===== config.mk =====
export PLATFORM = sky130hd
export DESIGN_NAME = spi_master16
export DESIGN_NICKNAME = d
export VERILOG_FILES = /design/src/rtl/spi_master16_pkg.sv /design/src/rtl/spi_clk_div.sv /design/src/rtl/spi_master16.sv
export SDC_FILE = /design/constraint.sdc
export NUM_CORES = 1
export LEC_CHECK = 0
export CORE_MARGIN = 5
export CORE_UTILIZATION = 40
export DETAILED_ROUTE_END_ITERATION = 16
export DONT_BUFFER_PORTS = 1
export GPL_ROUTABILITY_DRIVEN = 0
export SETUP_SLACK_MARGIN = 0.05
export SYNTH_ARGS = -nofsm -noshare
export SYNTH_HDL_FRONTEND = slang
export SYNTH_SLANG_ARGS = --single-unit

===== constraint.sdc =====
create_clock -name clk -period 2.8 [get_ports clk]
set_input_delay 0.56 -clock clk [delete_from_list [all_inputs] [get_ports clk]]
set_output_delay 0.56 -clock clk [all_outputs]
set_load 0.05 [all_outputs]

===== src/rtl/spi_master16_pkg.sv =====
`default_nettype none
// ============================================================================
// Module  : spi_master16_pkg
// Brief   : Shared word width, bit-counter width and FSM state encoding.
// Revision: 1.0 - initial release
// ============================================================================
package spi_master16_pkg;

  localparam int SPI_WORD_W = 16;
  localparam int BITCNT_W   = 5;

  typedef enum logic [2:0] {
    ST_IDLE  = 3'd0,
    ST_SETUP = 3'd1,
    ST_HIGH  = 3'd2,
    ST_LOW   = 3'd3,
    ST_LAST  = 3'd4,
    ST_GAP   = 3'd5
  } spi_state_e;

endpackage
`default_nettype wire


===== src/rtl/spi_clk_div.sv =====
`default_nettype none
// ============================================================================
// Module  : spi_clk_div
// Brief   : Half-period tick generator; counts 0..CLK_DIV-1, restartable.
// Revision: 1.0 - initial release
// ============================================================================
module spi_clk_div #(
  parameter int CLK_DIV = 4
) (
  input  logic clk,
  input  logic reset,
  input  logic restart_i,
  output logic tick_o
);

  localparam int CNT_W = (CLK_DIV > 1) ? $clog2(CLK_DIV) : 1;
  localparam logic [CNT_W-1:0] CNT_TERM = CNT_W'(CLK_DIV - 1);

  logic [CNT_W-1:0] cnt_q, cnt_d;

  // Tick must not depend on restart_i: restart is derived from the FSM's
  // next state, which itself depends on the tick.
  assign tick_o = (cnt_q == CNT_TERM);

  always_comb begin
    cnt_d = cnt_q + CNT_W'(1);
    if (restart_i || tick_o) begin
      cnt_d = '0;
    end
  end

  always_ff @(posedge clk) begin
    assert (CLK_DIV >= 2);
    if (reset) begin
      cnt_q <= '0;
    end else begin
      cnt_q <= cnt_d;
    end
  end

endmodule
`default_nettype wire


===== src/rtl/spi_master16.sv =====
`default_nettype none
// ============================================================================
// Module  : spi_master16
// Brief   : SPI mode-0 master, 16-bit MSB-first words, multi-word frames.
// Revision: 1.0 - initial release
// ============================================================================
module spi_master16
  import spi_master16_pkg::*;
#(
  parameter int CLK_DIV = 4,
  parameter int CS_GAP  = 2
) (
  input  logic                  clk,
  input  logic                  reset,
  input  logic [SPI_WORD_W-1:0] tx_data,
  input  logic                  tx_last,
  input  logic                  tx_valid,
  output logic                  tx_ready,
  output logic [SPI_WORD_W-1:0] rx_data,
  output logic                  rx_valid,
  output logic                  busy,
  output logic                  SCK,
  output logic                  MOSI,
  input  logic                  MISO,
  output logic                  SSEL
);

  localparam int GAP_W = (CS_GAP > 1) ? $clog2(CS_GAP) : 1;
  localparam logic [GAP_W-1:0]    GAP_TERM  = GAP_W'(CS_GAP - 1);
  localparam logic [BITCNT_W-1:0] WORD_BITS = BITCNT_W'(SPI_WORD_W);

  spi_state_e            state_q, state_d;
  logic                  tick, restart, ready, accept;
  logic                  wait_q, wait_d;
  logic                  last_q, last_d;
  logic [BITCNT_W-1:0]   bitcnt_q, bitcnt_d;
  logic [GAP_W-1:0]      gap_q, gap_d;
  logic [SPI_WORD_W-1:0] tx_sh_q, tx_sh_d;
  logic [SPI_WORD_W-1:0] rx_sh_q, rx_sh_d;
  logic [SPI_WORD_W-1:0] rx_data_q, rx_data_d;
  logic                  rx_valid_q, rx_valid_d;
  logic                  sck_q, sck_d;
  logic                  ssel_q, ssel_d;
  logic [1:0]            miso_sync_q;

  assign restart = (state_d != state_q);

  spi_clk_div #(
    .CLK_DIV (CLK_DIV)
  ) u_clk_div (
    .clk       (clk),
    .reset     (reset),
    .restart_i (restart),
    .tick_o    (tick)
  );

  // A continuing frame offers tx_ready from the final LAST cycle onwards,
  // and keeps offering it while stalled there.
  assign ready  = !reset && ((state_q == ST_IDLE) ||
                  ((state_q == ST_LAST) && !last_q && (tick || wait_q)));
  assign accept = tx_valid && ready;

  always_comb begin
    state_d = state_q;
    case (state_q)
      ST_IDLE:  if (accept) state_d = ST_SETUP;
      ST_SETUP: if (tick) state_d = ST_HIGH;
      ST_HIGH:  if (tick) state_d = ST_LOW;
      ST_LOW:   if (tick) state_d = (bitcnt_q < WORD_BITS) ? ST_HIGH : ST_LAST;
      ST_LAST: begin
        if (last_q) begin
          if (tick) state_d = ST_GAP;
        end else if (accept) begin
          state_d = ST_HIGH;
        end
      end
      ST_GAP:   if (tick && (gap_q == GAP_TERM)) state_d = ST_IDLE;
      default:  state_d = ST_IDLE;
    endcase
  end

  always_comb begin
    tx_sh_d    = tx_sh_q;
    last_d     = last_q;
    bitcnt_d   = bitcnt_q;
    rx_sh_d    = rx_sh_q;
    rx_data_d  = rx_data_q;
    rx_valid_d = 1'b0;
    gap_d      = gap_q;
    wait_d     = (state_q == ST_LAST) && (state_d == ST_LAST) && (tick || wait_q);
    sck_d      = (state_d == ST_HIGH);
    ssel_d     = (state_d == ST_IDLE) || (state_d == ST_GAP);

    if (accept) begin
      tx_sh_d  = tx_data;
      last_d   = tx_last;
      bitcnt_d = '0;
    end
    // Rising edge: capture MISO; a new word from LAST restarts the bit count.
    if (restart && (state_d == ST_HIGH)) begin
      bitcnt_d = ((state_q == ST_LAST) ? '0 : bitcnt_q) + BITCNT_W'(1);
      rx_sh_d  = {rx_sh_q[SPI_WORD_W-2:0], miso_sync_q[1]};
    end
    if (restart && (state_d == ST_LOW)) begin
      tx_sh_d = {tx_sh_q[SPI_WORD_W-2:0], 1'b0};
    end
    if (restart && (state_d == ST_LAST)) begin
      rx_data_d  = rx_sh_q;
      rx_valid_d = 1'b1;
    end
    if (restart && (state_d == ST_GAP)) begin
      gap_d = '0;
    end else if ((state_q == ST_GAP) && tick) begin
      gap_d = gap_q + GAP_W'(1);
    end
  end

  always_ff @(posedge clk) begin
    if (reset) begin
      state_q     <= ST_IDLE;
      wait_q      <= 1'b0;
      last_q      <= 1'b0;
      bitcnt_q    <= '0;
      gap_q       <= '0;
      tx_sh_q     <= '0;
      rx_sh_q     <= '0;
      rx_data_q   <= '0;
      rx_valid_q  <= 1'b0;
      sck_q       <= 1'b0;
      ssel_q      <= 1'b1;
      miso_sync_q <= '0;
    end else begin
      state_q     <= state_d;
      wait_q      <= wait_d;
      last_q      <= last_d;
      bitcnt_q    <= bitcnt_d;
      gap_q       <= gap_d;
      tx_sh_q     <= tx_sh_d;
      rx_sh_q     <= rx_sh_d;
      rx_data_q   <= rx_data_d;
      rx_valid_q  <= rx_valid_d;
      sck_q       <= sck_d;
      ssel_q      <= ssel_d;
      miso_sync_q <= {miso_sync_q[0], MISO};
    end
  end

  assign tx_ready = ready;
  assign rx_data  = rx_data_q;
  assign rx_valid = rx_valid_q;
  assign busy     = (state_q != ST_IDLE);
  assign SCK      = sck_q;
  assign SSEL     = ssel_q;
  assign MOSI     = tx_sh_q[SPI_WORD_W-1];

endmodule
`default_nettype wire

-- Yosys cells after proc, flatten, opt, wreduce, memory -nomap -nowiden
Index checks and enable logic that the tools add are counted.
- reduce and logical (&&, ||, !) cells: 26
- $add $sub $neg: 3
- $lt $le $gt $ge: 1
- eq/ne operators: 11
- muxes and demuxes: 16
- operator list (operator ; number):
    16-bit 2-to-1 mux ; 2
    3-bit 2-to-1 mux ; 9
    3-bit one-hot mux with 6 select lines ; 1
    5-bit 2-to-1 mux ; 3
    3-bit by 2-bit == test with 1-bit output (second input constant) ; 4
    3-bit == test (second input constant) ; 4
    1-bit logical AND ; 12
    3-bit logical NOT ; 2
    2-bit OR reduction ; 3
    5-bit by 1-bit adder with 5-bit output (second input constant) ; 1
    5-bit less-than comparator (second input constant) ; 1
    1-bit logical OR ; 4
    2-bit nonzero test ; 2
    3-bit by 1-bit == test with 1-bit output (second input constant) ; 1
    3-bit != test ; 1
    3-bit nonzero test ; 1
    2-bit by 1-bit adder with 2-bit output (second input constant) ; 1
    2-bit == test (second input constant) ; 1
    1-bit logical NOT ; 2
    1-bit adder (second input constant) ; 1
    1-bit 2-to-1 mux ; 1
- word-level logic and storage cells: 71
- output and inout port bits: 22
- bits in registers: 66
- input bits: 21

-- Depth between registers and ports, before layout
- depth after elaboration: 12
- mapped depth: 8
- gate-level depth less buffers: 6

-- By module
A second synthesis with hierarchy kept.
- cells, all modules: 336
- area total of the unflattened synthesis: 2989.1 µm²
- by module, submodules not included (module ; seq. area each (µm²) ; area an instance (µm²) ; cells an instance ; times used):
    spi_master16 ; 1281.2 ; 2909.0 ; 331 ; 1
    spi_clk_div ; 40.0 ; 80.1 ; 5 ; 1

-- Worst setup path after synthesis
Ideal clock, no wire load.
- path type: reg2out
- from: register u_clk_div.cnt_q[0]
- to: output port tx_ready
- path buffers: 1
- stages on the path, launching flop included: 5
- required time: 2.240 ns
- slack: -0.992 ns
- arrival time: 3.232 ns
- cells stage by stage: dfxtp_1 > ha_1 > buf_2 > o21bai_2 > a2111oi_0
- word-level cells in the longest chain between the ends: 5
- ends and longest elaborated chain (element ; RTL line ; source):
    from (decl) ; spi_clk_div.sv:19 ; logic [CNT_W-1:0] cnt_q, cnt_d;
    from (signal assigned) ; spi_clk_div.sv:37 ; cnt_q <= cnt_d;
    2-bit == test ; spi_clk_div.sv:23 ; assign tick_o = (cnt_q == CNT_TERM);
    1-bit logical OR ; spi_master16.sv:60 ; ((state_q == ST_LAST) && !last_q && (tick || wait_q)));
    1-bit logical AND ; spi_master16.sv:60 ;
    1-bit logical OR ; spi_master16.sv:59 ; assign ready = !reset && ((state_q == ST_IDLE) ||
    1-bit logical AND ; spi_master16.sv:59 ;
    to (decl) ; spi_master16.sv:18 ; output logic tx_ready,
Every way passes these cells.

-- Final worst setup path
Same ends and word-level chain as after synthesis.

==> flow_summary.json <==
{
  "result_of_the_run": "completed",
  "die_height_microns": 92.8,
  "worst_ep_required_time_ns": 2.24,
  "area_growth_syn_to_layout_pct": 12.6,
  "postCtsSetupBuffers": 0,
  "max_buffers_root_to_sink": 2,
  "nets": 320,
  "detail_route.wl_per_cell_microns": 14.2,
  "commonest_non_fill_non_tap_cell_in_the_layout": "sky130_fd_sc_hd__dfxtp_1",
  "numCtsBuffers": 9,
  "criticalPathCategory": "reg2out",
  "cts_tree": "yes",
  "fin_skew_ns": 0.00840,
  "number_of_global_route_vias_before_repair": 1907,
  "crit_path_start": "u_clk_div.cnt_q[0]",
  "floorplan.io_pins": 43,
  "max_slew_margin_pct": 36.3,
  "drtAntennaViolNets": 0,
  "wl_mm": 5.44,
  "grt_setup_unrepaired": "false",
  "number_of_instances_in_the_synthesized_netlist": 302,
  "power.ir.vdd_worst_v": 0.000250,
  "yosysWarningCount": 0,
  "root_buffer": "sky130_fd_sc_hd__clkbuf_8",
  "syn-cell-area_sq_mm": 0.00275,
  "min-delay-path-class": "in2reg",
  "detailedPlacementHpwl_mm": 3.54,
  "globalRouteTotalUtil_pct": 13.0,
  "clock.fmax_mhz": 413,
  "grt_antenna_before_repair": 0,
  "grt_pass1_wl_mm": 9.06,
  "r2r.worst_path.cells": 6,
  "portBuffers": 0,
  "vias_per_cell": 5.27,
  "worstSetupEndpointType": "output pin",
  "synth_seq_cells": 66,
  "insertedDiodeCount": 0,
  "tightest_slew_ns": 0.954,
  "clk-insertion-delay-late_ns": 0.34,
  "timing.final.crit_period_ns": 2.42,
  "filler_cell_count": 645,
  "yosysSeqAreaShare_pct": 48.1,
  "detailedRoute.firstIterationViolations": 120,
  "arrival_ns": 1.86,
  "cp_slowest_cell": "sky130_fd_sc_hd__a2111oi_2",
  "vias": 2013,
  "worstPathBufferInverterCount": 1,
  "cts.sinks": 66,
  "cellPowerDensity_mw_per_mm2": 686,
  "clk_transition_reported_paths_ns": 0.07,
  "finalHoldViolCount": 0,
  "postCtsHoldBufs": 0,
  "drc": 0,
  "critical_path_cell_count": 4,
  "timing.rr.start": "u_clk_div.cnt_q[0]",
  "critPathMaxFanout": 10,
  "die_width_microns": 92.8,
  "initial_utilization_pct": 40.9,
  "report.final.setup_viol": 0,
  "drive_above_1_share_pct": 8.94,
  "critical-path-top-delay-family": "compound AO/OA/AOI/OAI gates",
  "floorplan_core_area_sq_mm": 0.00672,
  "layout_common_cells": "66 x sky130_fd_sc_hd__dfxtp_1, 44 x sky130_fd_sc_hd__nor2_1, 41 x sky130_fd_sc_hd__nand2_1",
  "capture_point_of_the_worst_path": "tx_ready",
  "max_cap_viol_count": 0,
  "postLayoutCellArea_sq_mm": 0.00309,
  "max_stage_delay_ns": 0.38,
  "setup_tns_ns": 0,
  "reg2reg_to": "tx_sh_q[8]",
  "kind_of_start_point_of_the_critical_path": "flip-flop",
  "cts.repair.resized": 0,
  "postSynthAreaPerCell_sq_um": 9.09,
  "holdCritStartpoint": "reset",
  "critical_path.cell_chain": "ha_1 -> o21bai_2 -> a2111oi_2 -> buf_4",
  "mapped_nets": 325,
  "final_max_slew_viol_count": 0,
  "dr.pass1.iters": 4,
  "r2r_slack_ns": 0.55,
  "row_count": 30,
  "placed_cell_area_sq_mm": 0.00283,
  "grt_overflow": 0,
  "layout.area.seq_sq_mm": 0.00132,
  "finalCritPeriodShare_pct": 86.4,
  "total_area_of_multi_input_combinational_cells_sq_mm": 0.00134,
  "full_die_area_sq_mm": 0.00862,
  "cell_variety_after_synth": 44,
  "maximum_number_of_pins_on_one_net_before_global_route_repair": 67,
  "htreeDepth": 3,
  "cellLeakagePower_nw": 1.23,
  "hold_depth": 1
}
==> where the power goes <==
part	internal [W]	switching, W
Clock	0.000687	0.000361
Combinational	0.0000430	0.0000482
Sequential	0.000959	0.0000226
Total	0.00169	0.000432
==> through the flow <==
stage	setup WS (ns)	hold WS [ns]	utilization, %	std cells	total power [W]
2_1_floorplan	0.353	0.405	-	302	0.00109
3_3_place_gp	0.583	0.413	42.0	366	0.00109
3_5_place_dp	0.546	0.422	42.0	366	0.00110
4_1_cts	0.353	0.279	46.0	382	0.00215
5_1_grt	0.216	0.265	46.0	382	0.00220
6_report	0.381	0.312	46.0	382	0.00212
==> worst min path at each step <==
stage / endpoint / slack (ns)
6_report: state_q[0] / 0.31
5_1_grt: rx_data[2] / 0.27
4_1_cts: rx_data[3] / 0.28
3_5_place_dp: u_clk_div.cnt_q[0] / 0.42
3_3_place_gp: u_clk_div.cnt_q[0] / 0.41
2_1_floorplan: u_clk_div.cnt_q[0] / 0.41
==> per-layer routing <==
| metal | vias up | track usage [%] | part of all wire (%) |
|---|---|---|---|
| li1 | 1044 | - | - |
| met1 | 931 | 16.3 | 46 |
| met2 | 32 | 20.2 | 47 |
| met3 | 6 | 5.04 | 5.2 |
| met4 | 0 | 5.25 | 1.3 |
| met5 | - | 0 | 0 |
==> registers in the layout, summed over array words and instances (netlist names), 2 cells and up <==
| signal | flops |
|---|---|
| tx_sh_q | 16 |
| state_q | 3 |
| u_clk_div.cnt_q | 2 |
| rx_sh_q | 16 |
| rx_data | 16 |
| bitcnt_q | 5 |
| miso_sync_q | 2 |
==> cells by family after synthesis <==
family | count (synthesis) | share of synthesized area (%)
flip-flops | 66 | 48.1
multiplexers | 34 | 12.4
buffers and inverters | 24 | 3.97
adder cells (fa/ha/maj) | 2 | 0.911
AO/OA/AOI/OAI | 55 | 14.3
AND/OR/NAND/NOR | 121 | 20.3
==> synthesized netlist by cell type, drive strengths merged <==
cell type	n	area, sq um
clkbuf	16	60.1
o311ai	1	8.76
o21ai	4	20.0
nand2b	3	18.8
inv	2	7.51
or3	2	12.5
and3	3	18.8
a2111oi	3	33.8
nand4	2	12.5
nand3	2	10.0
o211ai	1	7.51
dfxtp	66	1320
or3b	1	8.76
or2	1	6.26
o2111ai	1	15.0
nor3b	3	22.5
o21a	1	7.51
nor2	44	165
nand2	41	154
o211a	1	10.0
buf	6	41.3
a211o	1	8.76
nor3	5	30.0
o21bai	1	11.3
and3b	1	8.76
a21o	2	15.0
a311o	1	10.0
and2	4	25.0
mux2i	34	340
a31oi	1	6.26
a21oi	18	90.1
ha	2	25.0
nand4b	1	8.76
nor2b	4	25.0
nand3b	4	30.0
a32o	2	20.0
a211oi	16	120
o32ai	1	8.76
==> area by class of cell <==
class                           count  area share (%)
Multi-Input combinational cell    212            43.3
Sequential cell                    66            42.8
Clock inverter                      6            4.45
Clock buffer                       10            4.13
Tap cell                           80            3.24
Timing Repair Buffer                6            1.86
Inverter                            2           0.243
Power figures use the tool's default switching activity.
